===== src/rtl/nova_io_cpu_intc_if.sv =====
// Shared Nova I/O bus signals seen by one device block.
// Bit 0 is the most significant bit throughout, matching Nova numbering.
interface nova_io_cpu_intc_if;
   logic        bs_rst;
   logic        bs_stb;
   logic        bs_we;
   logic [0:7]  bs_adr;
   logic [0:15] bs_din;
   logic [0:15] bs_dout;

   modport slave (
      output bs_rst, bs_dout,
      input  bs_stb, bs_we, bs_adr, bs_din
   );

   modport master (
      input  bs_rst, bs_dout,
      output bs_stb, bs_we, bs_adr, bs_din
   );
endinterface


===== src/rtl/nova_io_cpu_intc.sv =====
// CPU pseudo-device for the Nova I/O bus: priority interrupt controller,
// interrupt enable with one-cycle ION delay, INTA code read, IORST pulse and halt.
module nova_io_cpu_intc #(
   parameter logic [5:0]  device_addr   = 6'o77,
   parameter int unsigned num_irq       = 16,
   parameter logic [5:0]  irq_code_base = 6'o10,
   parameter logic [15:0] cpu_id        = 16'h8010,
   parameter int unsigned iorst_cycles  = 4
) (
   input  logic                 pclk,
   input  logic                 prst,
   nova_io_cpu_intc_if.slave    bs,
   input  logic [0:num_irq-1]   irq_req,
   input  logic                 cntrl_intack,
   input  logic                 cntrl_cont,
   output logic                 cntrl_int,
   output logic                 cntrl_halt
);

   localparam int unsigned CNT_W = $clog2(iorst_cycles + 1);

   typedef enum logic [1:0] {
      FN_CTL = 2'b00,
      FN_ID  = 2'b01,
      FN_MSK = 2'b10,
      FN_RST = 2'b11
   } fn_e;

   logic              sel, wr, rd, pend;
   fn_e               fn;
   logic [1:0]        ctl;
   logic [5:0]        code;
   logic              found;

   logic              int_en_q, int_en_d;
   logic              ion_dly_q, ion_dly_d;
   logic [0:15]       mask_q, mask_d;
   logic [CNT_W-1:0]  cnt_q, cnt_d;
   logic              halt_q, halt_d;
   logic              int_q, int_d;
   logic [0:15]       dout_q, dout_d;

   always_comb begin
      sel = bs.bs_stb && (bs.bs_adr[0:5] == device_addr);
      wr  = sel && bs.bs_we;
      rd  = sel && !bs.bs_we;
      fn  = fn_e'(bs.bs_adr[6:7]);
      ctl = bs.bs_din[14:15];
   end

   // Lowest index wins; requests are not latched, so INTA sees this cycle's lines.
   always_comb begin
      code  = '0;
      found = 1'b0;
      for (int unsigned i = 0; i < num_irq; i++) begin
         if (!found && irq_req[i] && !mask_q[i]) begin
            found = 1'b1;
            code  = irq_code_base + 6'(i);
         end
      end
      pend = found;
   end

   always_comb begin
      int_en_d  = int_en_q;
      ion_dly_d = 1'b0;
      mask_d    = mask_q;
      cnt_d     = (cnt_q != '0) ? cnt_q - CNT_W'(1) : cnt_q;
      halt_d    = halt_q;
      int_d     = int_en_q && !ion_dly_q && pend;
      dout_d    = '0;

      // Bus writes are applied after intack/continue so that they take priority.
      if (cntrl_intack) int_en_d = 1'b0;
      if (cntrl_cont)   halt_d   = 1'b0;

      if (wr) begin
         case (fn)
            FN_CTL: begin
               if (ctl == 2'b01) begin
                  int_en_d  = 1'b1;
                  ion_dly_d = 1'b1;
               end else if (ctl == 2'b10) begin
                  int_en_d = 1'b0;
               end
            end
            FN_MSK:  mask_d = bs.bs_din;
            FN_RST:  halt_d = 1'b1;
            default: ;
         endcase
      end

      if (rd) begin
         case (fn)
            FN_CTL: dout_d = {14'b0, int_q, int_en_q};
            FN_ID:  dout_d = cpu_id;
            FN_MSK: dout_d = {10'b0, code};
            FN_RST: begin
               mask_d    = '0;
               int_en_d  = 1'b0;
               ion_dly_d = 1'b0;
               cnt_d     = CNT_W'(iorst_cycles);
            end
            default: ;
         endcase
      end
   end

   always_ff @(posedge pclk) begin
      if (prst) begin
         int_en_q  <= 1'b0;
         ion_dly_q <= 1'b0;
         mask_q    <= '0;
         cnt_q     <= '0;
         halt_q    <= 1'b0;
         int_q     <= 1'b0;
         dout_q    <= '0;
      end else begin
         int_en_q  <= int_en_d;
         ion_dly_q <= ion_dly_d;
         mask_q    <= mask_d;
         cnt_q     <= cnt_d;
         halt_q    <= halt_d;
         int_q     <= int_d;
         dout_q    <= dout_d;
      end
   end

   assign bs.bs_rst  = prst || (cnt_q != '0);
   assign bs.bs_dout = dout_q;
   assign cntrl_int  = int_q;
   assign cntrl_halt = halt_q;

endmodule


===== src/flat_wrapper.sv =====
// flat-port wrapper written by rule: the top's interface ports become plain ports
module nova_io_cpu_intc_flat 
#(
   parameter logic [5:0]  device_addr   = 6'o77,
   parameter int unsigned num_irq       = 16,
   parameter logic [5:0]  irq_code_base = 6'o10,
   parameter logic [15:0] cpu_id        = 16'h8010,
   parameter int unsigned iorst_cycles  = 4
)
  (pclk, prst, irq_req, cntrl_intack, cntrl_cont, cntrl_int, cntrl_halt, bs_bs_rst, bs_bs_dout, bs_bs_stb, bs_bs_we, bs_bs_adr, bs_bs_din);
  nova_io_cpu_intc_if bs_i ();
  input  logic pclk;
  input  logic prst;
  input  logic [0:num_irq-1] irq_req;
  input  logic cntrl_intack;
  input  logic cntrl_cont;
  output logic cntrl_int;
  output logic cntrl_halt;
  output wire logic [$bits(bs_i.bs_rst)-1:0] bs_bs_rst;
  output wire logic [$bits(bs_i.bs_dout)-1:0] bs_bs_dout;
  input wire logic [$bits(bs_i.bs_stb)-1:0] bs_bs_stb;
  input wire logic [$bits(bs_i.bs_we)-1:0] bs_bs_we;
  input wire logic [$bits(bs_i.bs_adr)-1:0] bs_bs_adr;
  input wire logic [$bits(bs_i.bs_din)-1:0] bs_bs_din;
  assign bs_bs_rst = bs_i.bs_rst;
  assign bs_bs_dout = bs_i.bs_dout;
  assign bs_i.bs_stb = bs_bs_stb;
  assign bs_i.bs_we = bs_bs_we;
  assign bs_i.bs_adr = bs_bs_adr;
  assign bs_i.bs_din = bs_bs_din;
  nova_io_cpu_intc #(.device_addr(device_addr), .num_irq(num_irq), .irq_code_base(irq_code_base), .cpu_id(cpu_id), .iorst_cycles(iorst_cycles)) u_core (.pclk(pclk), .prst(prst), .bs(bs_i), .irq_req(irq_req), .cntrl_intack(cntrl_intack), .cntrl_cont(cntrl_cont), .cntrl_int(cntrl_int), .cntrl_halt(cntrl_halt));
endmodule

===== config.mk =====
export PLATFORM = sky130hd
export DESIGN_NAME = nova_io_cpu_intc_flat
export DESIGN_NICKNAME = d
export VERILOG_FILES = /design/src/rtl/nova_io_cpu_intc_if.sv /design/src/rtl/nova_io_cpu_intc.sv /design/src/flat_wrapper.sv
export SDC_FILE = /design/constraint.sdc
export NUM_CORES = 1
export LEC_CHECK = 0
export BUFFER_PORTS_ARGS = -buffer_cell sky130_fd_sc_hd__buf_2
export CAP_MARGIN = 40
export CORE_MARGIN = 2
export CORE_UTILIZATION = 41
export CTS_BUF_LIST = sky130_fd_sc_hd__clkbuf_16
export DETAILED_ROUTE_END_ITERATION = 8
export GPL_ROUTABILITY_DRIVEN = 0
export GPL_TIMING_DRIVEN = 1
export PLACE_DENSITY = 0.78
export SYNTH_ARGS = -nofsm -noshare
export SYNTH_HDL_FRONTEND = slang
export SYNTH_SLANG_ARGS = --single-unit

===== constraint.sdc =====
create_clock -name pclk -period 1.65 [get_ports pclk]
set_input_delay 0.0825 -clock pclk [delete_from_list [all_inputs] [get_ports pclk]]
set_output_delay 0.0825 -clock pclk [all_outputs]
set_load 0.02 [all_outputs]

==> results of run 1 <==
==> registers in the layout (all words and copies together), names as in the netlist <==
register	count
u_core.ion_dly_q	1
u_core.int_en_q	1
u_core.cntrl_halt	1
u_core.cntrl_int	1
u_core.mask_q	16
u_core.bs.bs_dout	6
u_core.cnt_q	3
==> cell type report <==
type	instances	area (µm²)	share of cell area, %
Inverter	3	11.26	0.5762
Timing Repair Buffer	56	297.8	15.24
Multi-Input combinational cell	149	869.6	44.49
Tap cell	46	57.56	2.945
Sequential cell	29	580.6	29.71
Clock buffer	5	125.1	6.402
Clock inverter	3	12.51	0.6402
==> worst max-delay path: stages (launching register included) <==
cell and delay (ns):
dfxtp_1 0.35, nand2b_4 0.16, nand4_4 0.09, nor4b_4 0.34, and3_4 0.25, nor2b_1 0.14, nor4b_1 0.06
==> synth_stat cells (2+ instances only) <==
| cell type | number | area [µm²] |
|---|---|---|
| nand4_1 | 2 | 12.51 |
| o21bai_1 | 2 | 15.01 |
| nor3b_1 | 2 | 15.01 |
| nor2b_1 | 13 | 81.33 |
| inv_1 | 2 | 7.510 |
| clkbuf_1 | 2 | 7.510 |
| buf_4 | 12 | 90.09 |
| nand3_1 | 4 | 20.02 |
| o21ai_0 | 6 | 30.03 |
| and2_1 | 2 | 12.51 |
| a211oi_1 | 2 | 15.01 |
| and3_1 | 2 | 12.51 |
| nor3b_2 | 2 | 25.02 |
| nor4b_1 | 2 | 17.52 |
| nand2_1 | 39 | 146.4 |
| ha_1 | 2 | 25.02 |
| dfxtp_1 | 29 | 580.6 |
| nand2b_1 | 11 | 68.82 |
| nor2_1 | 11 | 41.29 |
| a21oi_1 | 21 | 105.1 |
==> routing by layer <==
metal  vias up  wire length [µm]  global-route usage, %
li1        726                 -                      -
met1       580              1431                  19.05
met2        34              1458                  25.52
met3         7               174                  3.819
met4         0                40                  6.383
met5         -                 0                      0
==> layout by cell type, fill, tap and decap left out, types with 2 or more instances in the layout <==
master,instances
a211oi_1,2
a21oi_1,21
and2_1,2
buf_2,54
clkbuf_16,5
clkinv_1,2
conb_1,10
dfxtp_1,29
ha_1,2
inv_1,2
nand2_1,39
nand2b_1,7
nand2b_4,4
nand3_1,4
nand4_1,2
nor2_1,11
nor2b_1,13
nor3b_1,2
nor3b_2,2
nor4b_1,2
o21ai_0,6
o21bai_1,2
==> cells by family after synthesis <==
| logic type | after synthesis | synth area share [%] |
|---|---|---|
| buffers and inverters | 19 | 8.354 |
| and+or+nand+nor | 99 | 36.17 |
| adders and majority gates | 2 | 1.671 |
| other | 1 | 0.2504 |
| AOI/OAI and AO/OA | 37 | 14.20 |
| DFF | 29 | 38.76 |
| xor gates and xnor gates | 1 | 0.5849 |
==> per-stage QoR <==
stage	setup WS, ns	cells
global route	0.007519	291
CTS	0.1249	291
finish	0.1475	291
floorplan	0.2855	197
detailed placement	0.1297	283
global placement	0.1985	283
==> final timing paths <==
check                                       from  slack, ns               end
worst max-delay path            u_core.mask_q[2]       0.15  u_core.cntrl_int
worst min-delay path                bs_bs_din[1]      0.004  u_core.ion_dly_q
worst max register to register  u_core.mask_q[2]       0.15  u_core.cntrl_int
worst min register to register  u_core.ion_dly_q       0.39  u_core.cntrl_int
==> power groups by stage <==
stage               Combinational (mW)  Sequential, mW  Clock, mW
floorplan                        0.248           0.761          0
global placement                 0.327           0.763          0
detailed placement               0.332           0.763          0
CTS                              0.335           0.750      0.836
global route                     0.388           0.753      0.869
finish                           0.342           0.750      0.825
==> flow_summary.ini, run 1 <==
[critical_path]
arrival_ns = 1.66
criticalPathCategory = reg -> reg
ff2ff_path_depth = 6
cp-start-kind = flop
path_max_fanout = 4
end_kind = flop
cp_data_required_time_ns = 1.81

[yosys]
synthesis.area_um2 = 1498
yosys_warnings = 0
seq_area_frac_synth_pct = 38.76
synthArstFlopShare_pct = 0
synth_edf_count = 0
ys.flop_type = dfxtp_1
syn-mean-instance-area_um2 = 7.966
netlist_instances = 188
synth-seq-cells = 29
yosys.cell_types.count = 40

[sta]
whs_ns = 0.004410
clock.fmax_mhz = 665.6
rsz0062_at_grt = no
post-route-min-period_ns = 1.503
setup_violations = 0
hold_violations = 0
skew_ns = 0.004690
fin_crit_sh_pct = 91.06
tightest_slew_ns = 0.5028
slew_headroom_pct = 66.01
slew_violations = 0
setup_tns_ns = 0

[detailed_routing]
dr.pass1.iters = 4
ant_nets = 0
drt_iter0_markers = 23
wl_um = 3104
viasPerCell = 4.629
remaining_drc_errors = 0
via_count = 1347
wl_per_cell_um = 10.67

[power]
p_int_mw = 1.430
power.total_mw = 1.918
p_sw_mw = 0.4881
clkPwrFrac_pct = 43.0
p_sw_share_pct = 25.45
p_leak_nw = 0.8068
ir_drop_uv = 949.1
sequentialPowerShare_pct = 39.1
comb_power_share_pct = 17.8
powerDensity_nw_per_um2 = 981.3

[floorplanning]
die_y_um = 64.44
num_rows = 21
die-area_um2 = 4153
core_um2 = 3416
die_x_um = 64.44
pin_count = 65
initial_core_util_pct = 43.85

[final_layout]
nFillCells = 345
final_nets = 292
stdcell_area_um2 = 1954
utilization_pct = 57.22
drive_above_1_share_pct = 31.02
syn2layout_area_growth_pct = 30.49
antennaDiodeCount = 0

[placed_design]
place_area_um2 = 1773
hpwl_um = 2442
io_buffers = 54

[clock_tree]
cts_tree = yes
h-tree-depth = 2
cts_hold_buf = 0
clk_path_buf_depth = 2
cts-root-buf = clkbuf_16
insertion_delay_ns = 0.27
clk_pin_slew_worst_paths_ns = 0.05
cts_resized = 0
cts_buffers = 5
clock-sinks = 29
post_cts_buffers = 0

[global_routing]
grt_pass1_wl_um = 5030
track_usage_pct = 15.40
antenna_found_initial = 0
grt_pass1_vias = 1232
grt_remaining_overflow = 0
grt_max_degree = 20

[run_status]
outcome = finished, final reports clean

[run]
maxCapViolations = 0

[min_path]
min_path_type = in -> reg
hold_depth = 2
No activity file was read; power rests on OpenSTA's default activity.
==> run 2: changes to the inputs <==
- CORE_ASPECT_RATIO: unset -> 0.6
- CTS_CLUSTER_SIZE: unset -> 14
==> run 2 against run 1 <==
Compared with the run above:
- utilization is 1.2 points higher
- die area up 0.38%
- first-iteration DRC count increased to 5.0 times the previous value
- sequential share of layout area decreased by 0.15 points
- setup slack got worse by 0.052 ns
- via count up 5.3%
- worst hold slack better by 0.054 ns
- maximum frequency is 3.3% lower
- critical endpoint is now u_core.bs.bs_dout[14]
==> flow_summary.ini, run 2 (same netlist as run 1, synthesis figures left out) <==
[placed_design]
placed_cells = 283
io_buffers = 54
hpwl_um = 2688

[run_status]
outcome = finished, final reports clean

[sta]
clock.fmax_mhz = 643.3
post-route-min-period_ns = 1.554
setup_violations = 0
hold_violations = 0
tightest_slew_ns = 0.4856
rsz0062_at_grt = no
skew_ns = 0.005675
slew_headroom_pct = 67.17
slew_violations = 0
setup_tns_ns = 0
fin_crit_sh_pct = 94.21

[critical_path]
arrival_ns = 1.74
regToRegSetupSlack_ns = 0.1
crit_path_max_incr_delay_ns = 0.36
end_kind = flop
cpMaxStageDelayCell = nor4b_4
crit_chain = nand2b_1 -> nand4_2 -> nor4b_4 -> and3_4 -> nand3_1 -> a31oi_1
criticalPathCategory = reg -> reg
r2r_start = u_core.mask_q[1]
path_max_fanout = 4
cp_data_required_time_ns = 1.84
ff2ff_path_depth = 6
rr_endpoint = u_core.bs.bs_dout[14]
cp-start-kind = flop

[power]
p_int_mw = 1.425
power.total_mw = 1.903
p_sw_share_pct = 25.12
clkPwrFrac_pct = 42.5
comb_power_share_pct = 18.0
ir_drop_uv = 598.6
sequentialPowerShare_pct = 39.5
p_sw_mw = 0.4781
powerDensity_nw_per_um2 = 968.8
p_leak_nw = 0.8254

[clock_tree]
cts-root-buf = clkbuf_16
cts_tree = yes
clk_path_buf_depth = 2
h-tree-depth = 2
clock-sinks = 29
cts_buffers = 5
insertion_delay_ns = 0.27
clk_pin_slew_worst_paths_ns = 0.04

[final_layout]
syn2layout_area_growth_pct = 31.16
antennaDiodeCount = 0
layout_common_cells = buf_2 (54), nand2_1 (39), dfxtp_1 (29), a21oi_1 (21), nor2b_1 (13)
utilization_pct = 58.41
nFillCells = 324
layout_commonest_cell = buf_2
top_register = u_core.mask_q
final_nets = 296
layout.cells.non_filler = 293
largest_reg_flops = 16
drive_above_1_share_pct = 31.05

[detailed_routing]
dr.pass1.iters = 4
wl_per_cell_um = 12.29
ant_nets = 0
viasPerCell = 4.843
remaining_drc_errors = 0
drt_iter0_markers = 115
wl_um = 3600
via_count = 1419

[global_routing]
grt_max_degree = 20
track_usage_pct = 18.16
grt_remaining_overflow = 0
grt_pass1_vias = 1258
grt_pass1_wl_um = 5658
antenna_found_initial = 0

[run]
maxCapViolations = 0

[floorplanning]
die_y_um = 50.82
die-area_um2 = 4168
initial_core_util_pct = 44.53
die_x_um = 82.03
num_rows = 16
pin_count = 65
core_um2 = 3363

[min_path]
min_path_type = in -> reg
min_to = u_core.mask_q[12]
hold_depth = 3
holdCritStartpoint = bs_bs_din[3]
-- run 2: changes by cell type in the layout (fill, tap and decap cells not counted), sizes merged --
cell         change
buf              +3
clkinv           -2
dlygate4sd3      +1
inv              +1
-- run 2: timing repair --
action,CTS,global route
endpoints found under the setup margin,0,2
resized for setup,0,4
hold endpoints to repair,1,0
hold buffers,1,0
setup buffers,0,2
-- run 2: layer usage --
metal / wire length (µm) / part of all wire, % / vias to the layer above / GRT usage [%]
li1: - / - / 734 / -
met1: 1711 / 48 / 630 / 25.46
met2: 1578 / 44 / 53 / 27.10
met3: 298 / 8.3 / 2 / 5.830
met4: 10 / 0.28 / 0 / 4.167
met5: 0 / 0 / - / 0
-- run 2: worst max path at each step --
stage / endpoint / slack [ns] / from
after global routing: u_core.cntrl_int / 0.001 / u_core.mask_q[2]
after global placement: u_core.cntrl_int / 0.20 / u_core.mask_q[3]
final: u_core.bs.bs_dout[14] / 0.1 / u_core.mask_q[1]
after detailed placement: u_core.cntrl_int / 0.09 / u_core.mask_q[0]
after floorplan: u_core.cntrl_int / 0.29 / u_core.mask_q[3]
after CTS: u_core.cntrl_int / 0.08 / u_core.mask_q[0]
-- run 2: area by class of cell --
| class | count | area (µm²) | area share [%] |
|---|---|---|---|
| multi-input combinational | 149 | 853.3 | 43.44 |
| sequential | 29 | 580.6 | 29.55 |
| timing repair buffer | 60 | 330.3 | 16.82 |
| clock buffer | 5 | 125.1 | 6.369 |
| tap | 45 | 56.30 | 2.866 |
| inverter | 3 | 11.26 | 0.5732 |
| clock inverter | 2 | 7.507 | 0.3822 |
-- run 2: per-stage QoR --
stage / instance area, µm² / setup slack, ns / hold WS, ns
global route: 1964 / 0.001085 / 0.06039
detailed placement: 1779 / 0.09361 / 0.2831
finish: 1964 / 0.09554 / 0.05869
floorplan: 1531 / 0.2855 / 0.1513
global placement: 1779 / 0.1951 / 0.2817
CTS: 1922 / 0.07907 / 0.05167
-- run 2: critical path, delay by kind of cell, from the launching register on --
family | cells | cell delay, ns
and+or+nand+nor | 5 | 0.99
DFF | 1 | 0.32
AOI/OAI and AO/OA | 1 | 0.16
-- run 2: power groups by stage --
stage	Clock, mW	Combinational, mW	Sequential (mW)
detailed placement	0	0.333	0.763
CTS	0.831	0.337	0.751
finish	0.809	0.343	0.751
floorplan	0	0.248	0.761
global route	0.866	0.388	0.755
global placement	0	0.326	0.764
==> run 3: changes to the inputs <==
- RECOVER_POWER: unset -> 25
==> run 3 against run 2 <==
Compared with the run above:
- global-route usage is the same
- clock power is essentially flat
- sequential share of layout area grew 0.15 points
- setup slack lost 0.0026 ns
- highest routed layer unchanged
- utilization shrank 0.30 points
- combinational power is essentially flat
- cell count is the same
- worst hold slack is essentially flat
- via count grew 0.42%
- maximum frequency shrank 0.16%
- die area is the same
- register-to-register slack is essentially flat
==> flow_summary.ini, run 3 (same netlist as run 1, synthesis figures left out) <==
[run_status]
outcome = finished, final reports clean

[min_path]
holdCritStartpoint = bs_bs_din[3]
min_path_type = in -> reg
hold_depth = 3
min_to = u_core.mask_q[12]

[sta]
slew_violations = 0
setup_tns_ns = 0
post-route-min-period_ns = 1.557
finalWorstSetupSlack_ns = 0.09299
slew_headroom_pct = 67.34
tightest_slew_ns = 0.4830
clock.fmax_mhz = 642.3
skew_ns = 0.004808
hold_violations = 0
rsz0062_at_grt = no
setup_violations = 0
fin_crit_sh_pct = 94.36

[placed_design]
io_buffers = 54
dp_slack_ns = 0.09361
hpwl_um = 2688
placed_cells = 283

[detailed_routing]
dr.pass1.iters = 4
wl_per_cell_um = 12.39
drt_iter0_markers = 98
wl_um = 3629
ant_nets = 0
via_count = 1425
remaining_drc_errors = 0
viasPerCell = 4.863

[power]
p_sw_mw = 0.4776
ir_drop_uv = 599.0
p_leak_nw = 0.7901
sequentialPowerShare_pct = 39.5
p_sw_share_pct = 25.10
power.total_mw = 1.902
comb_power_share_pct = 18.0
clkPwrFrac_pct = 42.5
p_int_mw = 1.425
powerDensity_nw_per_um2 = 973.4

[critical_path]
cp-start-kind = flop
rr_endpoint = u_core.bs.bs_dout[14]
end_kind = flop
path_max_fanout = 4
criticalPathCategory = reg -> reg
regToRegSetupSlack_ns = 0.09
r2r_start = u_core.mask_q[1]
arrival_ns = 1.75
ff2ff_path_depth = 6
cp_data_required_time_ns = 1.84

[clock_tree]
insertion_delay_ns = 0.27
clk_path_buf_depth = 2
clk_pin_slew_worst_paths_ns = 0.04
cts_tree = yes
clock-sinks = 29
cts-root-buf = clkbuf_16
cts_buffers = 5
h-tree-depth = 2

[global_routing]
grt_pass1_vias = 1258
grt_pass1_wl_um = 5658
antenna_found_initial = 0
grt_max_degree = 20
track_usage_pct = 18.16
grt_remaining_overflow = 0

[final_layout]
top_register = u_core.mask_q
layout.cells.non_filler = 293
utilization_pct = 58.11
antennaDiodeCount = 0
drive_above_1_share_pct = 27.82
largest_reg_flops = 16
syn2layout_area_growth_pct = 30.49
layout_common_cells = buf_2 (46), nand2_1 (39), dfxtp_1 (29), a21oi_1 (21), nor2b_1 (13)
layout_commonest_cell = buf_2
final_nets = 296

[run]
maxCapViolations = 0

[floorplanning]
die-area_um2 = 4168
num_rows = 16
die_y_um = 50.82
pin_count = 65
initial_core_util_pct = 44.53
core_um2 = 3363
die_x_um = 82.03
## run 3: layer usage
metal  global-route usage, %  wire length (µm)  up-vias  part of all wire (%)
li1                        -                 -      733                     -
met1                   25.46              1765      641                    49
met2                   27.10              1585       49                    44
met3                   5.830               267        2                   7.4
met4                   4.167                10        0                  0.28
met5                       0                 0        -                     0
## run 3: worst max path at each step
| stage | start | slack (ns) | depth (start not counted) | end |
|---|---|---|---|---|
| detailed placement | u_core.mask_q[0] | 0.09 | 6 | u_core.cntrl_int |
| floorplan | u_core.mask_q[3] | 0.29 | 6 | u_core.cntrl_int |
| global route | u_core.mask_q[2] | 0.001 | 6 | u_core.cntrl_int |
| finish | u_core.mask_q[1] | 0.09 | 6 | u_core.bs.bs_dout[14] |
| global placement | u_core.mask_q[3] | 0.20 | 6 | u_core.cntrl_int |
| CTS | u_core.mask_q[0] | 0.08 | 6 | u_core.cntrl_int |
## run 3: power by group through the flow
| stage | Combinational (mW) | Sequential, mW | Clock, mW |
|---|---|---|---|
| 2_1_floorplan | 0.248 | 0.761 | 0 |
| 3_3_place_gp | 0.326 | 0.764 | 0 |
| 3_5_place_dp | 0.333 | 0.763 | 0 |
| 4_1_cts | 0.337 | 0.751 | 0.831 |
| 5_1_grt | 0.388 | 0.755 | 0.866 |
| 6_report | 0.343 | 0.751 | 0.808 |
## run 3: metrics by stage
| stage | cell area, µm² | hold slack (ns) |
|---|---|---|
| floorplan | 1531 | 0.1513 |
| global placement | 1779 | 0.2817 |
| detailed placement | 1779 | 0.2831 |
| global route | 1954 | 0.06039 |
| finish | 1954 | 0.05864 |
| CTS | 1922 | 0.05167 |
## run 3: area by class of cell
cell class | instances | area [µm²]
fillers | 329 | 1409
multi-input cells | 149 | 853.3
flip-flops and latches | 29 | 580.6
repair buffers | 60 | 320.3
clock buffers | 5 | 125.1
well taps | 45 | 56.30
inverters | 3 | 11.26
clock inverters | 2 | 7.507
## run 3: timing repair
item	4_1_cts	5_1_grt
endpoints found under the hold margin	1	0
resized for setup	0	4
endpoints found under the setup margin	0	2
buffers inserted	0	2
hold buffers	1	0
## run 3: critical path: stages, from the launching register on
cell and delay, ns:
dfxtp_1 0.32, nand2b_1 0.16, nand4_2 0.15, nor4b_4 0.36, and3_4 0.26, nand3_1 0.07
a31oi_1 0.16
